`src/rtl/simon_key_expand.sv`:
```
// simon_key_expand -- sequential Simon key-schedule engine (all ten N/M pairs).
// Ports: clk, rst (sync, active-high); key_in/key_valid/key_ready master-key
//        load; rk_data/rk_idx/rk_valid/rk_ready/rk_last round-key stream.
// Optional (SIMON_KEY_STORE_EN): T x N round-key store read via rd_addr ->
//        rd_data (registered, 1 cycle), plus keys_done flag.
//
// Purpose: load an M-word master key, stream round keys k[0]..k[T-1] in order.
// Latency: key handshake in cycle 0 -> k[0] valid in cycle 1, one key per cycle.
// Backpressure: rk_ready low holds rk_data/rk_idx/rk_valid; key_ready low in RUN.
module simon_key_expand #(
   parameter int N = 16,
   parameter int M = 4
) (
   input  logic           clk,
   input  logic           rst,
   input  logic [M*N-1:0] key_in,
   input  logic           key_valid,
   output logic           key_ready,
   output logic [N-1:0]   rk_data,
   output logic [6:0]     rk_idx,
   output logic           rk_valid,
   input  logic           rk_ready,
   output logic           rk_last
`ifdef SIMON_KEY_STORE_EN
   ,
   input  logic [6:0]     rd_addr,
   output logic [N-1:0]   rd_data,
   output logic           keys_done
`endif
);

   localparam int T =
      (N == 16 && M == 4) ? 32 :
      (N == 24 && M == 3) ? 36 :
      (N == 24 && M == 4) ? 36 :
      (N == 32 && M == 3) ? 42 :
      (N == 32 && M == 4) ? 44 :
      (N == 48 && M == 2) ? 52 :
      (N == 48 && M == 3) ? 54 :
      (N == 64 && M == 2) ? 68 :
      (N == 64 && M == 3) ? 69 :
      (N == 64 && M == 4) ? 72 : 0;

   localparam int ZJ =
      (N == 24 && M == 4) ? 1 :
      (N == 32 && M == 3) ? 2 :
      (N == 32 && M == 4) ? 3 :
      (N == 48 && M == 2) ? 2 :
      (N == 48 && M == 3) ? 3 :
      (N == 64 && M == 2) ? 2 :
      (N == 64 && M == 3) ? 3 :
      (N == 64 && M == 4) ? 4 : 0;

   if (T == 0) begin : g_bad_cfg
      $error("simon_key_expand: unsupported (N,M) pair");
   end

   // The z sequences are written below in published order (first element on
   // the left) and bit-reversed so that bit 0 holds the first element.
   function automatic logic [63:0] z_seq(input int j);
      logic [61:0] pub;
      logic [63:0] seq;
      case (j)
         0:       pub = 62'b11111010001001010110000111001101111101000100101011000011100110;
         1:       pub = 62'b10001110111110010011000010110101000111011111001001100001011010;
         2:       pub = 62'b10101111011100000011010010011000101000010001111110010110110011;
         3:       pub = 62'b11011011101011000110010111100000010010001010011100110100001111;
         default: pub = 62'b11010001111001101011011000100000010111000011001010010011101111;
      endcase
      seq = '0;
      for (int b = 0; b < 62; b++) seq[b] = pub[61-b];
      return seq;
   endfunction

   localparam logic [63:0]  ZSEQ = z_seq(ZJ);
   localparam logic [N-1:0] C3   = {{(N-2){1'b0}}, 2'b11};

   typedef enum logic {IDLE, RUN} state_t;

   state_t       state_q;
   logic [N-1:0] win_q [M];     // sliding window W[0..M-1], W[0] is on rk_data
   logic [6:0]   rk_idx_q;
   logic         rk_valid_q;
   logic [5:0]   zcnt_q;        // rk_idx mod 62, kept as a wrapping counter

   logic [N-1:0] rot3, mix, tmp, knew;
   logic         rk_fire, last_fire;

   assign rk_fire   = rk_valid_q & rk_ready;
   assign last_fire = rk_fire & (rk_idx_q == 7'(T-1));

   // Next schedule word k[i+M] from the current window (i = rk_idx).
   assign rot3 = {win_q[M-1][2:0], win_q[M-1][N-1:3]};
   assign mix  = (M == 4) ? (rot3 ^ win_q[1]) : rot3;
   assign tmp  = mix ^ {mix[0], mix[N-1:1]};
   assign knew = ~win_q[0] ^ tmp ^ C3 ^ {{(N-1){1'b0}}, ZSEQ[zcnt_q]};

   always_ff @(posedge clk) begin
      if (rst) begin
         state_q    <= IDLE;
         rk_idx_q   <= '0;
         rk_valid_q <= 1'b0;
         zcnt_q     <= '0;
         for (int j = 0; j < M; j++) win_q[j] <= '0;
      end else begin
         case (state_q)
            // key_ready is exactly (IDLE && !rst), so key_valid alone completes it here
            IDLE: begin
               if (key_valid) begin
                  for (int j = 0; j < M; j++) win_q[j] <= key_in[j*N +: N];
                  rk_idx_q   <= '0;
                  zcnt_q     <= '0;
                  rk_valid_q <= 1'b1;
                  state_q    <= RUN;
               end
            end
            RUN: begin
               if (rk_fire) begin
                  for (int j = 0; j < M-1; j++) win_q[j] <= win_q[j+1];
                  win_q[M-1] <= knew;
                  zcnt_q     <= (zcnt_q == 6'd61) ? 6'd0 : zcnt_q + 6'd1;
                  if (last_fire) begin
                     // rk_idx stays at T-1 so it never leaves its 0..T-1 range
                     rk_valid_q <= 1'b0;
                     state_q    <= IDLE;
                  end else begin
                     rk_idx_q <= rk_idx_q + 7'd1;
                  end
               end
            end
         endcase
      end
   end

   assign key_ready = (state_q == IDLE) & ~rst;
   assign rk_data   = win_q[0];
   assign rk_idx    = rk_idx_q;
   assign rk_valid  = rk_valid_q;
   assign rk_last   = rk_valid_q & (rk_idx_q == 7'(T-1));

`ifdef SIMON_KEY_STORE_EN
   localparam int AW = $clog2(T);

   logic [N-1:0] store_q [T];   // deliberately not reset
   logic [N-1:0] rd_data_q;
   logic         keys_done_q;

   always_ff @(posedge clk) begin
      if (rk_fire && !rst) store_q[rk_idx_q[AW-1:0]] <= win_q[0];
   end

   always_ff @(posedge clk) begin
      if (rst) begin
         rd_data_q   <= '0;
         keys_done_q <= 1'b0;
      end else begin
         rd_data_q <= (rd_addr < 7'(T)) ? store_q[rd_addr[AW-1:0]] : '0;
         if (state_q == IDLE && key_valid) keys_done_q <= 1'b0;
         else if (last_fire)               keys_done_q <= 1'b1;
      end
   end

   assign rd_data   = rd_data_q;
   assign keys_done = keys_done_q;
`endif

endmodule

```
`config.mk`:
```
export PLATFORM = sky130hd
export DESIGN_NAME = simon_key_expand
export DESIGN_NICKNAME = d
export VERILOG_FILES = /design/src/rtl/simon_key_expand.sv
export SDC_FILE = /design/constraint.sdc
export NUM_CORES = 1
export LEC_CHECK = 0
export BUFFER_PORTS_ARGS = -buffer_cell sky130_fd_sc_hd__buf_2
export CAP_MARGIN = 15
export CORE_MARGIN = 4
export CORE_UTILIZATION = 45
export DETAILED_ROUTE_END_ITERATION = 8
export PLACE_DENSITY = 0.66
export SLEW_MARGIN = 20
export SYNTH_ARGS = -nofsm -noshare
export SYNTH_HDL_FRONTEND = slang
export SYNTH_SLANG_ARGS = --single-unit
```
`constraint.sdc`:
```
create_clock -name clk -period 3.5 [get_ports clk]
set_clock_uncertainty 0.15 [all_clocks]
set_input_delay 0.175 -clock clk [delete_from_list [all_inputs] [get_ports clk]]
set_output_delay 0.175 -clock clk [all_outputs]
set_load 0.02 [all_outputs]
```
==> results of run 1 <==
[worst max path at each step]
stage | from | end | slack (ns) | cells after the start
floorplan | zcnt_q[1] | flop | 1.06 | 14
global placement | state_q | flop | 0.85 | 9
detailed placement | state_q | flop | 0.63 | 8
CTS | state_q | flop | 0.60 | 8
global route | state_q | flop | 0.26 | 9
finish | state_q | flop | 0.62 | 8
[cells in the final DEF (no fill, tap or decap), types with 3 or more instances in the layout]
master,count
a21oi_1,5
a22o_1,66
and2_1,3
buf_2,93
buf_4,7
bufinv_16,3
clkbuf_8,9
dfxtp_1,16
dlygate4sd3_1,62
edfxtp_1,64
ha_1,8
inv_1,11
nand2_1,3
nand3_1,9
nand4_1,8
nor2_1,13
nor3_1,5
o21a_1,3
o21ai_0,4
xnor2_1,35
xor2_1,21
[state kept, by name, indices dropped and copies added, names as in the netlist, named ones only]
| name | count |
|---|---|
| rk_idx | 7 |
| rk_valid | 1 |
| state_q | 1 |
| win_q | 64 |
| zcnt_q | 6 |
[cell families (layout without fill, tap and decap cells)]
| logic type | Yosys count | after routing | share of synthesized area [%] |
|---|---|---|---|
| AOI/OAI and AO/OA | 101 | 101 | 20.83 |
| adders and majority gates | 8 | 8 | 2.360 |
| buffers and inverters | 34 | 190 | 3.510 |
| and+or+nand+nor | 58 | 58 | 7.876 |
| muxes | 2 | 2 | 0.4720 |
| DFF | 80 | 80 | 52.86 |
| xor gates and xnor gates | 57 | 57 | 12.09 |
[power by group]
group	internal [uW]	leakage (uW)	switching (uW)
Clock	481	0.000123	353
Combinational	211	0.00135	216
Sequential	1100	0.000823	49.2
Total	1790	0.00229	618
[worst reg2reg max path: cells and delay by family (launching register included)]
family,cells,cell delay [ns]
simple gates,3,1.16
mux,1,0.17
fa+ha+maj,1,0.30
flops,1,0.61
compound gates,3,0.42
[routing by layer]
layer,up-vias,routed length (um),GRT usage [%]
met5,-,0,0
met4,0,169,8.060
met3,15,695,3.397
met2,128,5663,35.29
met1,1646,4823,27.76
li1,1614,-,-
[timing repair]
action,in CTS,in global routing
setup endpoints to repair,0,0
hold buffers,62,0
endpoints found under the hold margin,62,0
[through the flow]
stage	utilization [%]	cells
6_report	61.62	607
5_1_grt	61.62	607
4_1_cts	61.62	607
3_5_place_dp	52.23	529
3_3_place_gp	52.23	529
2_1_floorplan	-	340
[cell type report]
class	instances	area, sq um
flip-flops and latches	80	2242
fillers	757	3530
clock buffers	10	127.6
repair buffers	162	1139
multi-input cells	226	1859
well taps	111	138.9
clock inverters	6	115.1
inverters	12	45.04
==> key figures, run 1 <==
Status
  • Status: completed

STA
  • Final hold viol count: 0
  • Slew Limit Fails: 0
  • RSZ-0062 raised after global routing: false
  • Post-layout minimum cycle time: 2.876 ns
  • Highest clock rate: 347.7 MHz
  • Crit share post-route: 82.18%
  • Min Hold Slack: 0.0002972 ns
  • Worst slew pin tran: 0.6111 ns
  • Slack of the critical path: 0.6235 ns
  • Fin Setup TNS: 0 ns
  • Worst slew margin: 58.20%
  • Setup violators final: 0

Clock network
  • H-tree depth: 3
  • CTS clk-pin slew, worst paths: about 0.08 ns
  • Clk_lat worst skew: 0.36 ns
  • PostCTS Resize Cnt: 0
  • Sink Count: 80
  • Setup bufs post-CTS: 0
  • CTS tree: built
  • Clock tree buffer depth: 2
  • Clk root buf: clkbuf_8
  • Number of CTS-inserted buffers: 9

Logic synthesis
  • Async set or reset register ratio after synthesis: 0%
  • Yosys cell types: 56
  • Yosys top cell area share: a little under half
  • EDFF count, synth: 64
  • Area leader, netlist: edfxtp_1
  • Most used DFF post-synth: edfxtp_1
  • Synthesized Nets: 416
  • Mean post-synth cell area: ~12 sq um
  • Synth top cells by count: a22o_1 (66), edfxtp_1 (64), xnor2_1 (35)
  • YS warnings: 0
  • Sequential area share after synthesis: 52.86%
  • Top-count cell post-synth: a22o_1
  • Post-Syn Area: 4242 sq um
  • Flops & latches, synth: 80
  • Synth Instances: 340
  • Area contributors post-synth: edfxtp_1 (45%), a22o_1 (14%), dfxtp_1 (7.6%)

Routing
  • WL/cell: 18.70 um
  • Residual DRC: 0
  • Wirelength, routed: 11350 um
  • Via count: 3403
  • Vias/cell: 5.606
  • Initial DRC count: 189
  • Post-route ant nets: 0
  • TritonRoute pass-1 iters: 4

Hold path
  • Hold EP: win_q[1][12]
  • WHS Path Cells: 2
  • Min-delay src: key_in[28]
  • Min-Delay Path Class: input port to flop

Floorplan
  • I/O pin cnt: 94
  • Total die area: 11040 sq um
  • Die width: 105.1 um
  • Die Height: 105.1 um
  • Row count: 35
  • Initial Util: between 40% and 50%
  • Core area: 9196 sq um

Pwr
  • Pleak: 0.002292 uW
  • Final Power: 2412 uW
  • Maximum vdd drop: 225.3 uV
  • Total power divided by cell area: about 430 nW/um^2

Setup path
  • WP data required: 3.63 ns
  • WS Path Type: flop to flop
  • Worst path top cell family by delay: simple AND/OR/NAND/NOR gates
  • Crit path DAT: 3.01 ns
  • Setup crit end kind: flop
  • CP Launch Type: flop
  • Reg2reg start: state_q
  • CP Cell Sequence: nand3_1 -> nor3_1 -> a21oi_1 -> nor2_1 -> ha_1 -> mux2i_1 -> a31oi_1 -> a211oi_2
  • CP max FO: 17
  • CP max stage cell: dfxtp_1
  • Register-to-register setup slack: 0.62 ns
  • Reg2reg path depth: 8
  • CP peak stage delay: 0.61 ns
  • Buffers and inverters on the worst path: 0

Flow run
  • Max-Cap Viols: 0

Final layout
  • Layout cells sized above 1: 26.01%
  • Syn-to-layout area delta: 33.60%
  • Net count, final: 567
  • Antenna diodes: 0
  • Design area: 5667 sq um

Place
  • Quantity of I/O buffers inserted on ports: 93
  • Post-DP Area: 4803 sq um
  • Hpwl dp: 7536 um
  • Routability cong.: 0.8181
  • Pre-CTS setup slack: 0.6332 ns

Global route
  • First-pass GRT wire length: 18200 um
  • Gr ovfl total: 0
  • All-Layer GR Usage: 21.20%
  • Initial antenna violation count: 0
  • Vias in the first global route: between 3000 and 4000
  • Largest net degree at the start of global routing: 45
Power figures use the tool's default switching activity.
==> inputs of run 2 (changes only) <==
Settings changed: ABC_AREA set to 1.
Clock period 3.5 ns to 2.9 ns, I/O delays scaled along.
==> run 2 against run 1 <==
Global-route usage down 0.65 points. Critical path type is now input port to flop. Largest cell class unchanged. Sequential power increased by 21%. Power grew 16%. Sequential share of layout area decreased by 1.0 points.
==> key figures, run 2 <==
Logic synthesis
  • Flops & latches, synth: 80 (unchanged)
  • Synth top cells by count: nand2_1 (98), edfxtp_1 (64), inv_1 (44) (was a22o_1 (66), edfxtp_1 (64), xnor2_1 (35))
  • Most used DFF post-synth: edfxtp_1 (unchanged)
  • Yosys cell types: 33 (was 56)
  • Synthesized Nets: 514 (was 416)
  • Synth Instances: 438 (was 340)
  • Post-Syn Area: 4317 sq um (was 4242 sq um)
  • Yosys top cell area share: 44.52% (was 45.31%)
  • Top-count cell post-synth: nand2_1 (was a22o_1)
  • Area leader, netlist: edfxtp_1 (unchanged)
  • Area contributors post-synth: edfxtp_1 (45%), nand2_1 (8.5%), dfxtp_1 (7.4%) (was edfxtp_1 (45%), a22o_1 (14%), dfxtp_1 (7.6%))
  • Sequential area share after synthesis: 51.94% (was 52.86%)
  • Async set or reset register ratio after synthesis: 0% (unchanged)
  • YS warnings: 0 (unchanged)
  • Mean post-synth cell area: 9.855 sq um (was 12.48 sq um)
  • EDFF count, synth: 64 (unchanged)

Floorplan
  • Row count: 35 (unchanged)
  • Die width: 105.9 um (was 105.1 um)
  • I/O pin cnt: 94 (unchanged)
  • Die Height: 105.9 um (was 105.1 um)
  • Core area: 9284 sq um (was 9196 sq um)
  • Initial Util: 46.50% (was 46.12%)
  • Total die area: 11220 sq um (was 11040 sq um)

Clock network
  • Number of CTS-inserted buffers: 9 (unchanged)
  • Sink Count: 80 (unchanged)
  • Clk root buf: clkbuf_8 (unchanged)
  • Clock tree buffer depth: 2 (unchanged)
  • Clk_lat worst skew: 0.35 ns (was 0.36 ns)
  • CTS clk-pin slew, worst paths: 0.08 ns (about the same)
  • CTS tree: built (unchanged)
  • H-tree depth: 3 (unchanged)

Hold path
  • Min-Delay Path Class: input port to flop (unchanged)

Setup path
  • Crit path DAT: 2.75 ns (was 3.01 ns)
  • WS Path Type: input port to flop (was flop to flop)
  • Setup crit end kind: flop (unchanged)
  • Worst path top cell family by delay: simple AND/OR/NAND/NOR gates (unchanged)
  • CP max stage cell: dlygate4sd3_1 (was dfxtp_1)
  • CP most frequent cell: nand2_1
  • CP Cell Sequence: dlygate4sd3_1 -> buf_2 -> inv_1 -> nand2_2 -> nand3_2 -> nand2_2 -> inv_1 -> ha_1 -> nand3b_1 -> nand3_1 -> nand3_1 -> nand2_1 -> nand2_1 -> nand2_1 (was nand3_1 -> nor3_1 -> a21oi_1 -> nor2_1 -> ha_1 -> mux2i_1 -> a31oi_1 -> a211oi_2)
  • WP data required: 3.05 ns (was 3.63 ns)
  • CP peak stage delay: 0.52 ns (was 0.61 ns)
  • Buffers and inverters on the worst path: 4 (was 0)
  • CP max FO: 23 (was 17)
  • CP Launch Type: input port (was flop)

Place
  • Placed Instances: 652 (was 529)
  • Quantity of I/O buffers inserted on ports: 93 (unchanged)
  • Hpwl dp: 7754 um (was 7536 um)
  • Post-DP Area: 4938 sq um (was 4803 sq um)
  • Routability cong.: 0.8554 (was 0.8181)

Routing
  • WL/cell: 15.46 um (was 18.70 um)
  • Wirelength, routed: 11330 um (was 11350 um)
  • Initial DRC count: 204 (was 189)
  • Via count: 3643 (was 3403)
  • Residual DRC: 0 (unchanged)
  • TritonRoute pass-1 iters: 4 (unchanged)
  • Vias/cell: 4.970 (was 5.606)
  • Post-route ant nets: 0 (unchanged)

Pwr
  • Pleak: 0.002541 uW (was 0.002292 uW)
  • Final Power: 2806 uW (was 2412 uW)
  • Maximum vdd drop: 237.1 uV (was 225.3 uV)
  • Total power divided by cell area: 482.6 nW/um^2 (was 425.7 nW/um^2)

Status
  • Status: completed (unchanged)

Global route
  • First-pass GRT wire length: 18230 um (was 18200 um)
  • Initial antenna violation count: 0 (unchanged)
  • Largest net degree at the start of global routing: 51 (was 45)
  • All-Layer GR Usage: 20.54% (was 21.20%)
  • Vias in the first global route: 3738 (was 3444)
  • Gr ovfl total: 0 (unchanged)

Flow run
  • Max-Cap Viols: 0 (unchanged)

Final layout
  • Net count, final: 675 (was 567)
  • Layout cells sized above 1: 23.84% (was 26.01%)
  • Design area: 5813 sq um (was 5667 sq um)
  • Most common cell after layout, fill and taps aside: nand2_1 (was buf_2)
  • Final Non-Filler Cells: 733 (was 607)
  • Syn-to-layout area delta: 34.67% (was 33.60%)
  • Antenna diodes: 0 (unchanged)
  • Largest register FFs: 64 (unchanged)
  • Final Core Density: 62.61% (was 61.62%)
  • Commonest non-fill, non-tap cells in the layout: nand2_1 (98), buf_2 (93), dlygate4sd3_1 (65) (was buf_2 (93), a22o_1 (66), edfxtp_1 (64))
  • Most flops, register: win_q (unchanged)

STA
  • Fin Setup TNS: 0 ns (unchanged)
  • Post-layout minimum cycle time: 2.603 ns
  • RSZ-0062 raised after global routing: false (unchanged)
  • Final hold viol count: 0 (unchanged)
  • Setup violators final: 0 (unchanged)
  • Slew Limit Fails: 0 (unchanged)
  • Worst slew pin tran: 0.6867 ns (was 0.6111 ns)
  • Worst slew margin: 54.11% (was 58.20%)
  • Crit share post-route: 89.74%
  • Highest clock rate: 384.2 MHz
==> run 2: cell count changes after synthesis, moves of 6 or more <==
cell	change
nand2_2	+6
nand3_1	+24
inv_1	+33
xnor2_1	-7
o31ai_1	+8
a22o_1	-33
nand2_1	+95
o21ai_0	+10
nand4_1	-6
clkbuf_1	-7
==> run 2: metal layers <==
layer / wire length, um / up-vias / GRT usage (%)
met5: 0 / - / 0
met4: 87 / 0 / 5.735
met3: 736 / 7 / 3.097
met2: 5486 / 122 / 35.38
met1: 5023 / 1697 / 26.98
li1: - / 1817 / -
==> run 2: layout make-up <==
cell class	count	area (sq um)
clock buffer	9	123.9
tap	129	161.4
multi-input combinational	294	1833
timing repair buffer	165	1169
inverter	49	183.9
sequential	80	2242
clock inverter	7	100.1
fill	767	3471
==> run 2: worst paths after layout <==
path / from / endpoint / slack (ns) / depth (start not counted)
setup / recovery: rst / flop / 0.30 / 14
hold / removal: key_valid / state_q / 0.02 / 3
setup reg to reg: state_q / flop / 0.50 / 12
hold reg to reg: rk_idx[1] / rk_idx[1] / 0.37 / 2
==> run 2: repair_timing <==
item                      CTS  global route
hold endpoints to repair   67             0
resized for setup           0             0
setup buffers               0             0
hold buffers               65             0
==> run 2: kinds of logic (layout without fill, tap and decap cells) <==
family | Yosys count | in the layout | share of synthesized area [%]
buffers and inverters | 64 | 230 | 5.768
adder cells (fa/ha/maj) | 8 | 8 | 2.319
AND/OR/NAND/NOR | 175 | 175 | 19.07
XOR/XNOR | 48 | 48 | 9.739
flip-flops | 80 | 80 | 51.94
AO/OA/AOI/OAI | 63 | 63 | 11.16
==> run 2: power breakdown <==
part / total, uW / internal [uW] / leakage, uW / switching (uW)
Clock: 929 / 494 / 0.000115 / 435
Sequential: 1390 / 1330 / 0.000821 / 58.0
Combinational: 489 / 239 / 0.00161 / 250
==> run 2: through the flow <==
step	setup WS (ns)	hold WS [ns]
after floorplan	0.8642	0.1142
after global placement	0.6109	0.2696
after detailed placement	0.5365	0.2696
after CTS	0.3639	0.005766
after global routing	0.09532	0.04636
final	0.2975	0.01949
==> run 2: worst reg2reg max path, stage by stage (launching register included) <==
cell	delay, ns
dfxtp_1	0.46
nand3_4	0.16
inv_2	0.09
nand2_2	0.31
nand3_1	0.22
nand2_1	0.15
ha_1	0.32
nand3b_1	0.16
nand3_1	0.09
nand3_1	0.07
nand2_1	0.06
nand2_1	0.05
nand2_1	0.06
==> inputs of run 3 (changes only) <==
Settings changed: REMOVE_ABC_BUFFERS set to 1.
==> run 3 against run 2 <==
Fmax is 7.3% higher. Critical path depth stayed put. Non-clock buffer count is 1 higher. Critical path type unchanged. Highest routed layer unchanged. Clock power is 23% lower. First-iteration DRC count is 4.9% lower. Sequential share of layout area is 0.30 points higher. Sequential power hardly changed. Largest power group unchanged. Register-to-register slack better by 0.15 ns.
==> key figures, run 3 (same netlist as run 2, synthesis figures left out) <==
Status
  • Status: completed (unchanged)

Global route
  • Largest net degree at the start of global routing: 53 (was 51)
  • Initial antenna violation count: 0 (unchanged)
  • Vias in the first global route: 3667 (was 3738)
  • Gr ovfl total: 0 (unchanged)
  • All-Layer GR Usage: 20.92% (was 20.54%)
  • First-pass GRT wire length: 18300 um (was 18230 um)

Setup path
  • CP Launch Type: input port (unchanged)
  • WS Path Type: input port to flop (unchanged)
  • Reg2reg path depth: 13 (was 12)
  • Reg2reg start: zcnt_q[0] (was state_q)
  • Launch point of the worst path: rst (unchanged)
  • Register-to-register setup slack: 0.65 ns (was 0.50 ns)
  • Crit path DAT: 2.57 ns (was 2.75 ns)
  • Setup crit end kind: flop (unchanged)
  • CP max FO: 12 (was 23)
  • WP data required: 3.04 ns (was 3.05 ns)

Routing
  • Via count: 3651 (was 3643)
  • Post-route ant nets: 0 (unchanged)
  • Vias/cell: 4.974 (was 4.970)
  • Residual DRC: 0 (unchanged)
  • TritonRoute pass-1 iters: 4 (unchanged)
  • Initial DRC count: 194 (was 204)
  • WL/cell: 15.67 um (was 15.46 um)
  • Wirelength, routed: 11510 um (was 11330 um)

Clock network
  • PostCTS Resize Cnt: 0 (unchanged)
  • CTS clk-pin slew, worst paths: 0.08 ns (about the same)
  • Clk root buf: clkbuf_8 (unchanged)
  • Number of CTS-inserted buffers: 9 (unchanged)
  • H-tree depth: 3 (unchanged)
  • Clock tree buffer depth: 2 (unchanged)
  • Clk_lat worst skew: 0.34 ns (was 0.35 ns)
  • Sink Count: 80 (unchanged)
  • CTS tree: built (unchanged)

Place
  • Hpwl dp: 7930 um (was 7754 um)
  • Quantity of I/O buffers inserted on ports: 93 (unchanged)
  • Placed Instances: 654 (was 652)
  • Routability cong.: 0.8774 (was 0.8554)
  • Pre-CTS setup slack: 0.6932 ns (was 0.5365 ns)

Floorplan
  • Die width: 105.9 um (unchanged)
  • I/O pin cnt: 94 (unchanged)
  • Die Height: 105.9 um (unchanged)
  • Core area: 9284 sq um (unchanged)
  • Initial Util: 46.50% (unchanged)
  • Row count: 35 (unchanged)
  • Total die area: 11220 sq um (unchanged)

STA
  • Final hold viol count: 0 (unchanged)
  • Slack of the critical path: 0.4748 ns (was 0.2975 ns)
  • Highest clock rate: 412.3 MHz (was 384.2 MHz)
  • Worst slew margin: 66.96% (was 54.11%)
  • Crit share post-route: 83.63% (was 89.74%)
  • Post-layout minimum cycle time: 2.425 ns (was 2.603 ns)
  • Setup violators final: 0 (unchanged)
  • Slew Limit Fails: 0 (unchanged)
  • Fin Setup TNS: 0 ns (unchanged)
  • Worst slew pin tran: 0.4944 ns (was 0.6867 ns)
  • RSZ-0062 raised after global routing: false (unchanged)

Final layout
  • Final Non-Filler Cells: 734 (was 733)
  • Antenna diodes: 0 (unchanged)
  • Commonest non-fill, non-tap cells in the layout: nand2_1 (98), buf_2 (93), dlygate4sd3_1 (64), edfxtp_1 (64), inv_1 (44) (was nand2_1 (98), buf_2 (93), dlygate4sd3_1 (65))
  • Most common cell after layout, fill and taps aside: nand2_1 (unchanged)
  • Most flops, register: win_q (unchanged)
  • Net count, final: 676 (was 675)
  • Syn-to-layout area delta: 33.62% (was 34.67%)
  • Layout cells sized above 1: 23.31% (was 23.84%)
  • Largest register FFs: 64 (unchanged)

Hold path
  • WHS Path Cells: 2 (was 3)
  • Min-Delay Path Class: input port to flop (unchanged)

Pwr
  • Total power divided by cell area: 451.3 nW/um^2 (was 482.6 nW/um^2)
  • Maximum vdd drop: 210.8 uV (was 237.1 uV)
  • Pleak: 0.002516 uW (was 0.002541 uW)

Flow run
  • Max-Cap Viols: 0 (unchanged)
[run 3: cell count changes in the layout (fill, tap and decap cells not counted)]
cell,delta
buf_4,+1
clkbuf_1,+4
buf_12,+1
bufinv_16,-2
clkinv_1,+1
inv_6,-3
clkinv_4,-1
clkbuf_8,+1
dlygate4sd3_1,-1
[run 3: worst min path at each step]
stage | from | to | slack (ns)
2_1_floorplan | rst | rk_idx[1] | 0.06
3_3_place_gp | key_in[61] | win_q[3][13] | 0.28
3_5_place_dp | key_in[44] | win_q[2][12] | 0.28
4_1_cts | key_in[24] | win_q[1][8] | 0.004
5_1_grt | key_in[24] | win_q[1][8] | 0.009
6_report | key_in[24] | win_q[1][8] | 0.02
[run 3: timing repair]
| item | CTS | global route |
|---|---|---|
| setup buffers | 0 | 0 |
| hold buffers | 64 | 0 |
| endpoints found under the hold margin | 66 | 0 |
[run 3: cell type report]
cell class | instances | area [sq um]
clock buffers | 14 | 152.6
clock inverters | 2 | 8.758
fillers | 777 | 3516
inverters | 49 | 183.9
multi-input cells | 294 | 1833
flip-flops and latches | 80 | 2242
well taps | 129 | 161.4
repair buffers | 166 | 1186
[run 3: through the flow]
stage                     instance area, sq um  total power (uW)  hold WS (ns)  util (%)
after global routing                      5768              2735      0.009313     62.13
after global placement                    4966              1834        0.2772     53.49
after CTS                                 5768              2626      0.004115     62.13
final                                     5768              2603       0.01890     62.13
after detailed placement                  4966              1844        0.2751     53.49
after floorplan                           4252              1682       0.06407         -
[run 3: report_power, final]
group	total, uW	internal (uW)	switching [uW]
Combinational	504	242	262
Clock	713	333	380
Sequential	1390	1330	56.8
[run 3: metal layers]
metal | share of wire (%) | up-vias | global-route usage [%]
li1 | - | 1813 | -
met1 | 45 | 1713 | 27.64
met2 | 49 | 119 | 35.34
met3 | 5.2 | 6 | 3.097
met4 | 0.68 | 0 | 7.031
met5 | 0 | - | 0
[run 3: critical path, stage by stage]
cell	delay, ns
dlygate4sd3_1	0.52
buf_2	0.25
inv_1	0.20
nand2_2	0.31
nand3_2	0.16
nand2_2	0.14
inv_1	0.05
ha_1	0.29
nand3b_1	0.16
nand3_1	0.10
nand3_1	0.08
nand2_1	0.06
nand2_1	0.04
nand2_1	0.05
